`src/rtl/ledpwm_if.sv`:
```
// ledpwm_if: CPU register bus used by the LED PWM engine.
//   addr  : register word address (master -> slave)
//   din   : write data (master -> slave)
//   wen   : write strobe, one cycle per access (master -> slave)
//   ren   : read strobe, one cycle per access (master -> slave)
//   dout  : read data, valid while ready=1, else 0 (slave -> master)
//   ready : access acknowledge, one cycle after each strobe (slave -> master)
interface ledpwm_if;
    logic [3:0]  addr;
    logic [31:0] din;
    logic        wen;
    logic        ren;
    logic [31:0] dout;
    logic        ready;

    modport master (output addr, din, wen, ren, input dout, ready);
    modport slave  (input addr, din, wen, ren, output dout, ready);
endinterface

```
`src/rtl/ledpwm.sv`:
```
// ledpwm: per-LED PWM brightness and fade engine for the 9 badge LEDs.
//   clk_i  : system clock
//   rst_i  : synchronous active-high reset
//   bus    : register bus (slave side), see ledpwm_if
//   led_o  : registered per-LED on/off vector to the LED multiplex driver
// Register map: 0..8 channel target (read {target, level}), 9 CTRL
// ({fade_rate, fade_en}), 10 STATUS (level != target), 11..15 read as 0.
module ledpwm #(
    parameter int PWM_DIV = 4
) (
    input  logic       clk_i,
    input  logic       rst_i,
    ledpwm_if.slave    bus,
    output logic [8:0] led_o
);
    localparam int                PSC_W    = (PWM_DIV > 1) ? $clog2(PWM_DIV) : 1;
    localparam logic [PSC_W-1:0]  PSC_LAST = PSC_W'(PWM_DIV - 1);

    logic [PSC_W-1:0] psc_q, psc_d;
    logic [7:0]       pwm_ctr_q, pwm_ctr_d;
    logic [7:0]       fade_cnt_q, fade_cnt_d;
    logic [7:0]       fade_rate_q, fade_rate_d;
    logic             fade_en_q, fade_en_d;
    logic [7:0]       target_q [9];
    logic [7:0]       target_d [9];
    logic [7:0]       level_q [9];
    logic [7:0]       level_d [9];
    logic [8:0]       led_q, led_d;
    logic             ready_q, ready_d;
    logic [31:0]      dout_q, dout_d;

    logic             psc_wrap, period_tick, fade_tick, ctrl_wr;
    logic [8:0]       status;
    logic [31:0]      rdata;

    always_comb begin
        psc_wrap    = (psc_q == PSC_LAST);
        psc_d       = psc_wrap ? '0 : psc_q + 1'b1;
        pwm_ctr_d   = psc_wrap ? pwm_ctr_q + 8'd1 : pwm_ctr_q;
        period_tick = psc_wrap && (pwm_ctr_q == 8'hFF);
        fade_tick   = period_tick && (fade_cnt_q == fade_rate_q);

        fade_cnt_d = fade_cnt_q;
        if (fade_tick)
            fade_cnt_d = 8'd0;
        else if (period_tick)
            fade_cnt_d = fade_cnt_q + 8'd1;

        ctrl_wr     = bus.wen && (bus.addr == 4'd9);
        fade_en_d   = ctrl_wr ? bus.din[0]    : fade_en_q;
        fade_rate_d = ctrl_wr ? bus.din[15:8] : fade_rate_q;

        for (int n = 0; n < 9; n++) begin
            status[n]   = (level_q[n] != target_q[n]);
            target_d[n] = (bus.wen && (bus.addr == 4'(n))) ? bus.din[7:0] : target_q[n];
            led_d[n]    = (level_q[n] > pwm_ctr_q);

            // The fade step sees the pre-write fade_en and target; otherwise a
            // disabled fader tracks the (possibly just written) target so a write
            // or a fade_en clear lands in level on the very next cycle.
            level_d[n] = level_q[n];
            if (fade_en_q && fade_tick) begin
                if (level_q[n] < target_q[n])
                    level_d[n] = level_q[n] + 8'd1;
                else if (level_q[n] > target_q[n])
                    level_d[n] = level_q[n] - 8'd1;
            end else if (!fade_en_d) begin
                level_d[n] = target_d[n];
            end
        end

        rdata = 32'h0;
        for (int n = 0; n < 9; n++) begin
            if (bus.addr == 4'(n))
                rdata = {16'h0, target_q[n], level_q[n]};
        end
        if (bus.addr == 4'd9)
            rdata = {16'h0, fade_rate_q, 7'h0, fade_en_q};
        else if (bus.addr == 4'd10)
            rdata = {23'h0, status};

        ready_d = bus.wen || bus.ren;
        dout_d  = bus.ren ? rdata : 32'h0;
    end

    always_ff @(posedge clk_i) begin
        if (rst_i) begin
            psc_q       <= '0;
            pwm_ctr_q   <= 8'd0;
            fade_cnt_q  <= 8'd0;
            fade_rate_q <= 8'd0;
            fade_en_q   <= 1'b0;
            led_q       <= 9'd0;
            ready_q     <= 1'b0;
            dout_q      <= 32'h0;
            for (int n = 0; n < 9; n++) begin
                target_q[n] <= 8'd0;
                level_q[n]  <= 8'd0;
            end
        end else begin
            psc_q       <= psc_d;
            pwm_ctr_q   <= pwm_ctr_d;
            fade_cnt_q  <= fade_cnt_d;
            fade_rate_q <= fade_rate_d;
            fade_en_q   <= fade_en_d;
            led_q       <= led_d;
            ready_q     <= ready_d;
            dout_q      <= dout_d;
            for (int n = 0; n < 9; n++) begin
                target_q[n] <= target_d[n];
                level_q[n]  <= level_d[n];
            end
        end
    end

    assign led_o     = led_q;
    assign bus.ready = ready_q;
    assign bus.dout  = dout_q;
endmodule
```
`src/flat_wrapper.sv`:
```
// flat-port wrapper written by rule: the top's interface ports become plain ports
module ledpwm_flat 
#(
    parameter int PWM_DIV = 4
)
  (clk_i, rst_i, led_o, bus_addr, bus_din, bus_wen, bus_ren, bus_dout, bus_ready);
  ledpwm_if bus_i ();
  input  logic clk_i;
  input  logic rst_i;
  output logic [8:0] led_o;
  input wire logic [$bits(bus_i.addr)-1:0] bus_addr;
  input wire logic [$bits(bus_i.din)-1:0] bus_din;
  input wire logic [$bits(bus_i.wen)-1:0] bus_wen;
  input wire logic [$bits(bus_i.ren)-1:0] bus_ren;
  output wire logic [$bits(bus_i.dout)-1:0] bus_dout;
  output wire logic [$bits(bus_i.ready)-1:0] bus_ready;
  assign bus_i.addr = bus_addr;
  assign bus_i.din = bus_din;
  assign bus_i.wen = bus_wen;
  assign bus_i.ren = bus_ren;
  assign bus_dout = bus_i.dout;
  assign bus_ready = bus_i.ready;
  ledpwm #(.PWM_DIV(PWM_DIV)) u_core (.clk_i(clk_i), .rst_i(rst_i), .bus(bus_i), .led_o(led_o));
endmodule
```
`config.mk`:
```
export PLATFORM = sky130hd
export DESIGN_NAME = ledpwm_flat
export DESIGN_NICKNAME = d
export VERILOG_FILES = /design/src/rtl/ledpwm_if.sv /design/src/rtl/ledpwm.sv /design/src/flat_wrapper.sv
export SDC_FILE = /design/constraint.sdc
export NUM_CORES = 1
export LEC_CHECK = 0
export CAP_MARGIN = 20
export CORE_MARGIN = 2
export CORE_UTILIZATION = 45
export DETAILED_ROUTE_END_ITERATION = 12
export PLACE_DENSITY = 0.65
export SYNTH_ARGS = -nofsm -noshare
export SYNTH_HDL_FRONTEND = slang
export SYNTH_SLANG_ARGS = --single-unit
```
`constraint.sdc`:
```
create_clock -name clk_i -period 4 [get_ports clk_i]
set_input_delay 1.2 -clock clk_i [delete_from_list [all_inputs] [get_ports clk_i]]
set_output_delay 1.2 -clock clk_i [all_outputs]
set_load 0.03 [all_outputs]
```
==> results.py <==
metrics = {
    "floorplanning": {
        "core_area_um2": 33300,
        "start_util_pct": 45.3,
        "die_w_um": 187,
        "boundaryPins": 82,
        "die-area_um2": 35000,
        "die_h_um": 187,
        "row_count": 67,
    },
    "detailed_routing": {
        "drt_iter0_drc": 1177,
        "drtPass1Iterations": 6,
        "wl_per_cell_um": 21.3,
        "wl_um": 48600,
        "drc": 0,
        "num_vias": 13400,
        "ant_nets": 0,
        "routed_via_density": 5.88,
    },
    "sta": {
        "hold_violations": 0,
        "grt_setup_unrepaired": "no",
        "finalCriticalPeriod_ps": 3600,
        "slew_headroom_pct": 36.1,
        "finalClockSkew_ps": 12.4,
        "setup_viol": 0,
        "finalSetupTns_ps": 0,
        "worst_slew_pin_slew_ps": 956,
        "fmax_ghz": 0.278,
        "period_share_pct": 89.9,
        "holdWs_ps": 430,
        "slew_viol_final": 0,
    },
    "power": {
        "ir_drop_mv": 0.290,
        "power.total_mw": 4.94,
        "p_per_area_nw_per_um2": 295,
        "power.leakage_nw": 7.50,
    },
    "global_route": {
        "grt_max_degree": 56,
        "grt_use_total_pct": 27.8,
        "grt_pass1_vias": 12800,
        "overflow": 0,
        "grt_pass1_wl_um": 75000,
        "antenna_found_initial": 0,
    },
    "clock_tree": {
        "clock-sinks": 197,
        "cts-htree-levels": 4,
        "ctsHoldBuffers": 0,
        "cts_buffers": 17,
        "clock_path_buffers": 2,
        "clk_latency_ps": 460,
        "ctsResizeCount": 0,
        "postCtsSetupRepairBufs": 0,
        "tritoncts": "built",
        "clkTransAtPathRegs_ps": 80,
        "root_buffer": "clkbuf_16",
    },
    "worst_setup_path": {
        "path_common_cell": "a21oi_1",
        "cp-start-kind": "flop",
        "slowest_stage": "dfxtp_1",
        "startpoint": "u_core.level_q[0][0]",
        "rr_startpoint": "u_core.level_q[0][0]",
        "worstPathRequired_ps": 4390,
        "critPathMaxStageDelay_ps": 570,
        "cp_max_fo": 9,
        "path_class": "flop to flop",
        "crit_arrival_ps": 3990,
        "end_kind": "flop",
        "path_cells": "inv_1 > ha_1 > inv_1 > a21oi_1 > o21ai_0 > a21o_1 > ha_1 > a21oi_1 > nor2b_1 > a311oi_1 > a21oi_1 > xnor2_1 > or4b_1 > a31oi_1",
    },
    "layout": {
        "n_antenna_cell": 0,
        "regArea_um2": 3940,
        "nets": 2078,
        "multi_input_area_um2": 10300,
        "num-fill-cells": 3165,
        "area_growth_pct": 10.8,
        "drive_gt1_share_pct": 7.87,
    },
    "yosys": {
        "synth_largest_area_cell": "dfxtp_1",
        "yosysSeqAreaShare_pct": 26.1,
        "yosysUniqueCellTypes": 78,
        "ys_async_sr_fraction_pct": 0,
        "synth_ff_type": "dfxtp_1",
        "syn_inst": 1771,
        "synth_edf_count": 0,
        "synth_area_um2": 15100,
        "synth_common_cells": "nor2_1, ha_1, dfxtp_1",
        "netlist.area_leader.share_pct": 26.1,
        "ys_warn_count": 0,
        "yosysMostFrequentCell": "nor2_1",
        "synth-seq-cells": 197,
        "syn-mean-instance-area_um2": 8.52,
        "synthTopCellsByArea": "dfxtp_1, ha_1, mux2i_1",
    },
    "place": {
        "dp_hpwl_um": 35700,
        "portBuffers": 49,
        "gp_congestion": 0.957,
    },
    "worst_hold_path": {
        "hold_class": "flop to flop",
        "hp-start": "u_core.psc_q[0]",
    },
    "run_status": {
        "status": "complete, no violations",
    },
    "flow_run": {
        "max_cap_viol_count": 0,
    },
}
[cell type report]
cell class / instances / share of cell area [%]
clock inverters: 11 / 0.920
multi-input cells: 1389 / 61.5
inverters: 109 / 2.45
flip-flops and latches: 197 / 23.6
repair buffers: 105 / 5.56
clock buffers: 19 / 2.59
well taps: 448 / 3.35
[registers in the layout, summed over array words and instances, names as in the netlist, 2 cells and up]
signal / flops
u_core.bus.dout: 16
u_core.fade_cnt_q: 8
u_core.fade_rate_q: 8
u_core.led_o: 9
u_core.level_q: 72
u_core.psc_q: 2
u_core.pwm_ctr_q: 8
u_core.target_q: 72
[logic make-up after synthesis]
kind of cell             share of synthesized area (%)
adder cells (fa/ha/maj)                           18.6
multiplexers                                      9.31
buffers and inverters                             6.10
AO/OA/AOI/OAI                                     19.7
AND/OR/NAND/NOR                                   15.6
flip-flops                                        26.1
other                                           0.0249
XOR/XNOR                                          4.47
[power by group]
group          switching, mW  total [mW]  internal [mW]
registers             0.0494        2.05           2.00
logic                  0.637        1.07          0.432
clock network          0.841        1.82          0.981
[per-stage QoR]
step,cell area (um^2),util (%),cells,worst slack [ps]
floorplan,15100,-,1786,937
finish,16700,50.2,2278,403
global placement,16100,48.5,2247,264
CTS,16700,50.2,2277,401
global route,16700,50.2,2278,88.1
detailed placement,16100,48.5,2247,236
[final timing paths]
check / to / slack (ps) / cells past startpoint
setup reg to reg: u_core.level_q[0][7] / 400 / 14
setup / recovery: u_core.level_q[0][7] / 400 / 14
hold reg to reg: u_core.psc_q[0] / 430 / 1
hold / removal: u_core.psc_q[0] / 430 / 1
[worst max-delay path, delay by kind of cell, from the launching register on]
family	cells	cell delay, ps
simple gates	2	540
xor+xnor	1	170
flops	1	570
fa+ha+maj	2	550
compound gates	7	1530
buf+inv	2	170
[routing by layer]
| metal | routed length (um) | track usage [%] | up-vias |
|---|---|---|---|
| met2 | 21400 | 43.3 | 445 |
| met4 | 1820 | 11.5 | 0 |
| met3 | 3050 | 3.15 | 84 |
| met5 | 0 | 0 | - |
| met1 | 22300 | 39.1 | 6471 |
| li1 | - | - | 6398 |
[cells in the final DEF, fill, tap and decap left out, types with 7 or more instances in the layout]
cell type,count
a211oi_1,22
a211oi_2,13
a21o_1,50
a21oi_1,149
a221oi_1,7
a22oi_1,15
a31oi_1,7
buf_4,53
clkbuf_16,17
clkdlybuf4s50_1,47
conb_1,16
dfxtp_1,197
fa_1,9
ha_1,210
inv_1,109
mux2i_1,114
mux4_2,8
nand2_1,103
nand2b_1,24
nand3_1,9
nand4_1,29
nor2_1,218
nor2b_1,26
nor3_1,29
nor4_1,9
o211a_1,15
o21a_1,9
o21ai_0,99
o21bai_1,13
xnor2_1,47
xor2_1,30
(Power assumes the default switching activity.)
